--- config.mk ---
export PLATFORM = sky130hd
export DESIGN_NAME = memory_pipelined_flat
export DESIGN_NICKNAME = d
export VERILOG_FILES = /design/src/rtl/memory_pipelined_if.sv /design/src/rtl/memory_pipelined.sv /design/src/flat_wrapper.sv
export SDC_FILE = /design/constraint.sdc
export NUM_CORES = 2
export LEC_CHECK = 0
export CORE_MARGIN = 2
export CORE_UTILIZATION = 25
export CTS_BUF_LIST = sky130_fd_sc_hd__clkbuf_16
export DETAILED_ROUTE_END_ITERATION = 7
export GPL_ROUTABILITY_DRIVEN = 0
export PLACE_DENSITY = 0.45
export SLEW_MARGIN = 20
export SYNTH_ARGS = -nofsm -noshare
export SYNTH_HDL_FRONTEND = slang
export SYNTH_SLANG_ARGS = --single-unit
--- constraint.sdc ---
create_clock -name clk -period 3.35 [get_ports clk]
set_input_delay 1.005 -clock clk [delete_from_list [all_inputs] [get_ports clk]]
set_output_delay 1.005 -clock clk [all_outputs]
set_load 0.03 [all_outputs]
--- src/rtl/memory_pipelined_if.sv ---
// Request/response bundle for memory_pipelined: requests flow master->slave,
// read data and status flow slave->master.
interface memory_pipelined_if #(
  parameter int DATA_WIDTH = 32,
  parameter int MEM_DEPTH  = 64
);
  localparam int ADDR_WIDTH = $clog2(MEM_DEPTH);
  localparam int NUM_LANES  = DATA_WIDTH / 8;

  logic                  write_En;
  logic                  read_En;
  logic [NUM_LANES-1:0]  Byte_En;
  logic [ADDR_WIDTH-1:0] Address;
  logic [DATA_WIDTH-1:0] Data_in;
  logic                  Clear_in;
  logic [DATA_WIDTH-1:0] Data_out;
  logic                  Valid_out;
  logic                  Err_out;
  logic                  Ready_out;

  modport master (
    output write_En, read_En, Byte_En, Address, Data_in, Clear_in,
    input  Data_out, Valid_out, Err_out, Ready_out
  );

  modport slave (
    input  write_En, read_En, Byte_En, Address, Data_in, Clear_in,
    output Data_out, Valid_out, Err_out, Ready_out
  );
endinterface

--- src/rtl/memory_pipelined.sv ---
// Single-port byte-maskable data memory with a fixed-depth read pipeline and a
// self-clearing sequencer that zeroes every word after reset or on request.
module memory_pipelined #(
  parameter int DATA_WIDTH   = 32,
  parameter int MEM_DEPTH    = 64,
  parameter int READ_LATENCY = 1
) (
  input logic               clk,
  input logic               rst,
  memory_pipelined_if.slave bus
);
  localparam int ADDR_WIDTH = $clog2(MEM_DEPTH);
  localparam int NUM_LANES  = DATA_WIDTH / 8;
  localparam logic [ADDR_WIDTH-1:0] LAST_ADDR = ADDR_WIDTH'(MEM_DEPTH - 1);

  typedef enum logic {S_CLEAR, S_IDLE} state_t;

  state_t                r_state, w_state_nxt;
  logic [ADDR_WIDTH-1:0] r_ptr, w_ptr_nxt;
  logic [DATA_WIDTH-1:0] r_mem [MEM_DEPTH];

  logic                  w_ready, w_accept, w_in_range, w_rd_acc, w_wr_ok, w_err;
  logic [DATA_WIDTH-1:0] w_rd_data;

  logic [READ_LATENCY-1:0] r_pv, r_pe;
  logic [DATA_WIDTH-1:0]   r_pd [READ_LATENCY];

  assign w_ready    = (r_state == S_IDLE);
  assign w_accept   = w_ready & (bus.write_En | bus.read_En);
  assign w_in_range = ({1'b0, bus.Address} < (ADDR_WIDTH + 1)'(MEM_DEPTH));
  assign w_rd_acc   = w_accept & bus.read_En;
  assign w_wr_ok    = w_accept & bus.write_En & w_in_range;
  assign w_err      = w_accept & ~w_in_range;

  always_comb begin
    w_rd_data = '0;
    if (w_in_range) w_rd_data = r_mem[bus.Address];
  end

  always_ff @(posedge clk or posedge rst) begin
    if (rst) begin
      r_state <= S_CLEAR;
      r_ptr   <= '0;
    end else begin
      r_state <= w_state_nxt;
      r_ptr   <= w_ptr_nxt;
    end
  end

  always_comb begin
    w_state_nxt = r_state;
    w_ptr_nxt   = r_ptr;
    case (r_state)
      S_CLEAR: begin
        if (r_ptr == LAST_ADDR) begin
          w_state_nxt = S_IDLE;
          w_ptr_nxt   = '0;
        end else begin
          w_ptr_nxt = r_ptr + 1'b1;
        end
      end
      S_IDLE: begin
        if (bus.Clear_in) begin
          w_state_nxt = S_CLEAR;
          w_ptr_nxt   = '0;
        end
      end
      default: begin
        w_state_nxt = S_CLEAR;
        w_ptr_nxt   = '0;
      end
    endcase
  end

  // Storage has no reset; the clear sequence defines every word before use.
  always_ff @(posedge clk) begin
    if (r_state == S_CLEAR) begin
      r_mem[r_ptr] <= '0;
    end else if (w_wr_ok) begin
      for (int i = 0; i < NUM_LANES; i++) begin
        if (bus.Byte_En[i]) r_mem[bus.Address][8*i +: 8] <= bus.Data_in[8*i +: 8];
      end
    end
  end

  // Data stages load only behind a valid so Data_out holds between reads.
  always_ff @(posedge clk or posedge rst) begin
    if (rst) begin
      r_pv <= '0;
      r_pe <= '0;
      for (int i = 0; i < READ_LATENCY; i++) r_pd[i] <= '0;
    end else begin
      r_pv[0] <= w_rd_acc;
      r_pe[0] <= w_err;
      if (w_rd_acc) r_pd[0] <= w_rd_data;
      for (int i = 1; i < READ_LATENCY; i++) begin
        r_pv[i] <= r_pv[i-1];
        r_pe[i] <= r_pe[i-1];
        if (r_pv[i-1]) r_pd[i] <= r_pd[i-1];
      end
    end
  end

  assign bus.Ready_out = w_ready;
  assign bus.Valid_out = r_pv[READ_LATENCY-1];
  assign bus.Err_out   = r_pe[READ_LATENCY-1];
  assign bus.Data_out  = r_pd[READ_LATENCY-1];
endmodule

--- src/flat_wrapper.sv ---
// flat-port wrapper written by rule: the top's interface ports become plain ports
module memory_pipelined_flat 
#(
  parameter int DATA_WIDTH   = 32,
  parameter int MEM_DEPTH    = 64,
  parameter int READ_LATENCY = 1
)
  (clk, rst, bus_write_En, bus_read_En, bus_Byte_En, bus_Address, bus_Data_in, bus_Clear_in, bus_Data_out, bus_Valid_out, bus_Err_out, bus_Ready_out);
  memory_pipelined_if #(.DATA_WIDTH(DATA_WIDTH), .MEM_DEPTH(MEM_DEPTH)) bus_i ();
  input logic clk;
  input logic rst;
  input wire logic [$bits(bus_i.write_En)-1:0] bus_write_En;
  input wire logic [$bits(bus_i.read_En)-1:0] bus_read_En;
  input wire logic [$bits(bus_i.Byte_En)-1:0] bus_Byte_En;
  input wire logic [$bits(bus_i.Address)-1:0] bus_Address;
  input wire logic [$bits(bus_i.Data_in)-1:0] bus_Data_in;
  input wire logic [$bits(bus_i.Clear_in)-1:0] bus_Clear_in;
  output wire logic [$bits(bus_i.Data_out)-1:0] bus_Data_out;
  output wire logic [$bits(bus_i.Valid_out)-1:0] bus_Valid_out;
  output wire logic [$bits(bus_i.Err_out)-1:0] bus_Err_out;
  output wire logic [$bits(bus_i.Ready_out)-1:0] bus_Ready_out;
  assign bus_i.write_En = bus_write_En;
  assign bus_i.read_En = bus_read_En;
  assign bus_i.Byte_En = bus_Byte_En;
  assign bus_i.Address = bus_Address;
  assign bus_i.Data_in = bus_Data_in;
  assign bus_i.Clear_in = bus_Clear_in;
  assign bus_Data_out = bus_i.Data_out;
  assign bus_Valid_out = bus_i.Valid_out;
  assign bus_Err_out = bus_i.Err_out;
  assign bus_Ready_out = bus_i.Ready_out;
  memory_pipelined #(.DATA_WIDTH(DATA_WIDTH), .MEM_DEPTH(MEM_DEPTH), .READ_LATENCY(READ_LATENCY)) u_core (.clk(clk), .rst(rst), .bus(bus_i));
endmodule
==> run_summary.xml <==
<?xml version="1.0" encoding="UTF-8"?>
<metrics>
  <group name="timing">
    <metric name="hold_viol_final" unit="">0</metric>
    <metric name="max_slew_margin" unit="%">31.12</metric>
    <metric name="final-max-slew-violation-count" unit="">0</metric>
    <metric name="post-route-min-period" unit="ps">3300</metric>
    <metric name="worst_clock_skew" unit="ps">50.00</metric>
    <metric name="clock.fmax" unit="MHz">303.0</metric>
    <metric name="final.hold.worst_slack" unit="ps">538.6</metric>
    <metric name="setup_viol" unit="">0</metric>
    <metric name="final_min_period_over_clock_period" unit="%">98.50</metric>
    <metric name="setup_total_negative_slack" unit="ps">0</metric>
    <metric name="actual_transition_at_the_worst_max_transition_pin" unit="ps">1025</metric>
    <metric name="setup_repair_after_global_routing_missed_its_margin" unit="">false</metric>
  </group>
  <group name="clock_tree">
    <metric name="clock_transition_at_the_register_clock_pins_on_the_worst_setup_and_hold_paths_after_cts" unit="ps">60</metric>
    <metric name="cts_max_level" unit="">4</metric>
    <metric name="cts_hold_repair.buffers" unit="">0</metric>
    <metric name="cts-root-to-sink-buffers" unit="">3</metric>
    <metric name="cts_tree" unit="">built</metric>
    <metric name="cts.root.buffer_cell" unit="">clkbuf_16</metric>
    <metric name="cts-buffers-inserted" unit="">223</metric>
    <metric name="clkLatencyLatePin" unit="ps">860</metric>
    <metric name="clock_sink_total" unit="">2088</metric>
    <metric name="post-cts-setup-buffer-count" unit="">0</metric>
  </group>
  <group name="floorplan">
    <metric name="die-area" unit="um^2">332900</metric>
    <metric name="io-pin-count" unit="">82</metric>
    <metric name="die_y" unit="um">577.0</metric>
    <metric name="floorplan.initialDensity" unit="%">25.11</metric>
    <metric name="standard_cell_rows" unit="">210</metric>
    <metric name="fp.dieW" unit="um">577.0</metric>
    <metric name="floorplan.core_area" unit="um^2">326900</metric>
  </group>
  <group name="global_routing">
    <metric name="globalRouteOverflowTotal" unit="">0</metric>
    <metric name="pin_count_of_the_biggest_net_entering_global_routing" unit="">65</metric>
    <metric name="vias_in_the_first_global_route" unit="">44060</metric>
    <metric name="grt_first_pass_wirelength" unit="um">333500</metric>
    <metric name="total_global_route_track_usage" unit="%">13.92</metric>
    <metric name="grt_antenna_before_repair" unit="">6</metric>
  </group>
  <group name="setup_path">
    <metric name="arrival" unit="ps">3870</metric>
    <metric name="cp_common_cell" unit="">buf_4</metric>
    <metric name="rr_worst_depth" unit="">6</metric>
    <metric name="worst-path-buf-inv" unit="">7</metric>
    <metric name="timing.critical_path.cells" unit="">clkdlybuf4s50_1 &gt; nor4_4 &gt; buf_4 &gt; nor2_4 &gt; buf_12 &gt; buf_4 &gt; nor4bb_1 &gt; buf_4 &gt; a41oi_4 &gt; buf_12 &gt; nor3_1 &gt; buf_4</metric>
    <metric name="start_kind" unit="">primary input</metric>
    <metric name="worst-setup-path-type" unit="">primary input to flop</metric>
    <metric name="slowest_delay" unit="ps">470</metric>
    <metric name="critical_path.slowest_cell" unit="">nor4_4</metric>
    <metric name="critical_path_depth" unit="">12</metric>
    <metric name="worst-endpoint-required" unit="ps">3920</metric>
    <metric name="end_kind" unit="">flop</metric>
    <metric name="crit_family" unit="">buffers and inverters</metric>
    <metric name="critical_path_peak_fanout" unit="">14</metric>
  </group>
  <group name="synthesis">
    <metric name="cell_variety_after_synth" unit="">45</metric>
    <metric name="ys_seq_elements" unit="">2088</metric>
    <metric name="postSynth.asyncResetShare" unit="%">1.916</metric>
    <metric name="synthCells" unit="">4293</metric>
    <metric name="synth.net_count" unit="">4341</metric>
    <metric name="synth-edff-count" unit="">2048</metric>
    <metric name="synth_most_common_cell" unit="">edfxtp_1</metric>
    <metric name="synth_area_per_cell" unit="um^2">19.12</metric>
    <metric name="yosys_warnings" unit="">0</metric>
    <metric name="synth_ff_type" unit="">edfxtp_1</metric>
    <metric name="ys_top_cells_by_count" unit="">edfxtp_1 (2,048), mux2i_1 (594), a22oi_1 (270)</metric>
    <metric name="synth-seq-area-share" unit="%">76.15</metric>
    <metric name="synth.cell_area" unit="um^2">82070</metric>
    <metric name="synth_area_leader_cell" unit="">edfxtp_1</metric>
    <metric name="synth.top_cells.by_area" unit="">edfxtp_1 (75%), mux2i_1 (7.2%), mux4_2 (7.0%)</metric>
    <metric name="yosysTopAreaCellShare" unit="%">74.93</metric>
  </group>
  <group name="power">
    <metric name="power_leakage" unit="nW">34.62</metric>
    <metric name="power.density_cell_area" unit="nW/um^2">651.1</metric>
    <metric name="peakVddDrop" unit="V">0.0004662</metric>
    <metric name="p_total" unit="mW">66.08</metric>
  </group>
  <group name="detailed_routing">
    <metric name="totalWireLength" unit="um">236500</metric>
    <metric name="detailedRoute.firstPassIterationCount" unit="">5</metric>
    <metric name="detail_route.iter0.violations" unit="">4012</metric>
    <metric name="routed_wire_length_per_instance" unit="um">24.91</metric>
    <metric name="drtAntennaViolNets" unit="">0</metric>
    <metric name="drcViolationCount" unit="">0</metric>
    <metric name="via_count" unit="">42640</metric>
    <metric name="routed_via_density" unit="">4.492</metric>
  </group>
  <group name="final_layout">
    <metric name="final_layout_size_suffix_gt1_share" unit="%">26.06</metric>
    <metric name="area.growth.synth_to_final" unit="%">23.66</metric>
    <metric name="num-nets-final" unit="">4993</metric>
    <metric name="post-route-util" unit="%">31.05</metric>
  </group>
  <group name="run">
    <metric name="max-cap-violations" unit="">0</metric>
  </group>
  <group name="status">
    <metric name="status" unit="">complete, no violations</metric>
  </group>
  <group name="placement">
    <metric name="port_buffers" unit="">80</metric>
    <metric name="place.detailed.hpwl" unit="um">160300</metric>
  </group>
  <group name="hold_path">
    <metric name="hold_path_depth" unit="">1</metric>
    <metric name="worstHoldPathType" unit="">flop to flop</metric>
  </group>
</metrics>
layer usage:
layer | vias to the layer above | share of wire, % | global-route usage, %
met4 | 0 | 2.0 | 3.244
met3 | 258 | 3.7 | 1.823
met2 | 963 | 51 | 24.31
met5 | - | 0 | 0
met1 | 22540 | 44 | 18.29
li1 | 18880 | - | -
sequential cells by signal (all words and copies together) (netlist names):
register	count
u_core.bus.Valid_out	1
u_core.bus.Data_out	32
u_core.r_mem	2048
u_core.r_ptr	6
u_core.bus.Ready_out	1
layout make-up:
| cell class | instances | area (um^2) |
|---|---|---|
| fill | 31730 | 225400 |
| antenna | 6 | 15.01 |
| timing repair buffer | 735 | 7515 |
| tap | 4346 | 5438 |
| inverter | 8 | 30.03 |
| clock buffer | 224 | 5605 |
| sequential | 2088 | 62500 |
| multi-input combinational | 1889 | 18340 |
| clock inverter | 197 | 2043 |
what timing repair did:
| action | 4_1_cts | 5_1_grt |
|---|---|---|
| resized for setup | 11 | 4 |
| endpoints found under the setup margin | 515 | 25 |
| gates cloned | 0 | 0 |
power breakdown:
group | switching, mW | internal (mW)
Clock | 10.5 | 15.0
Sequential | 0.750 | 30.6
Combinational | 5.88 | 3.39
final timing paths:
kind / start / to / slack (ps)
max in group asynchronous: rst / u_core.bus.Data_out[16] / 2160
min reg2reg: u_core.bus.Data_out[16] / u_core.bus.Data_out[16] / 540
min in group asynchronous: rst / u_core.bus.Data_out[7] / 550
max reg2reg: u_core.bus.Ready_out / u_core.r_mem[3][0] / 570
max: bus_Byte_En[0] / u_core.r_mem[21][10] / 50
min: u_core.bus.Data_out[16] / u_core.bus.Data_out[16] / 540
stage by stage:
step | instance area [um^2] | worst slack (ps) | std cells
finish | 101500 | 50.09 | 9493
global route | 101500 | 3.414 | 9488
CTS | 101400 | 5.504 | 9487
detailed placement | 93790 | -1121 | 9066
global placement | 93760 | -1406 | 9065
floorplan | 82070 | 7.174 | 4293
layout by cell type, fill, tap and decap left out, types with 33 or more instances in the layout:
| cell | instances |
|---|---|
| clkbuf_16 | 224 |
| nand3_1 | 132 |
| a22oi_1 | 270 |
| mux4_2 | 256 |
| clkdlybuf4s50_1 | 71 |
| nor2_1 | 128 |
| buf_4 | 512 |
| inv_1 | 48 |
| edfxtp_1 | 2048 |
| nand2_1 | 61 |
| dfrtp_1 | 37 |
| and2_2 | 33 |
| nor2b_1 | 37 |
| clkinv_2 | 37 |
| clkinv_1 | 49 |
| mux2i_1 | 590 |
| a211oi_1 | 36 |
| buf_12 | 143 |
| bufinv_16 | 37 |
| nor3_1 | 126 |
cells by family (layout without fill, tap and decap cells):
logic type | count (synthesis) | after routing | share of synthesized area, %
and+or+nand+nor | 643 | 643 | 3.900
buffers and inverters | 316 | 1164 | 1.950
xor gates and xnor gates | 1 | 1 | 0.01067
adders and majority gates | 1 | 1 | 0.01524
AOI/OAI and AO/OA | 391 | 391 | 3.672
other | 1 | 7 | 0.004569
DFF | 2088 | 2088 | 76.15
muxes | 852 | 852 | 14.30
(Power assumes the default switching activity.)
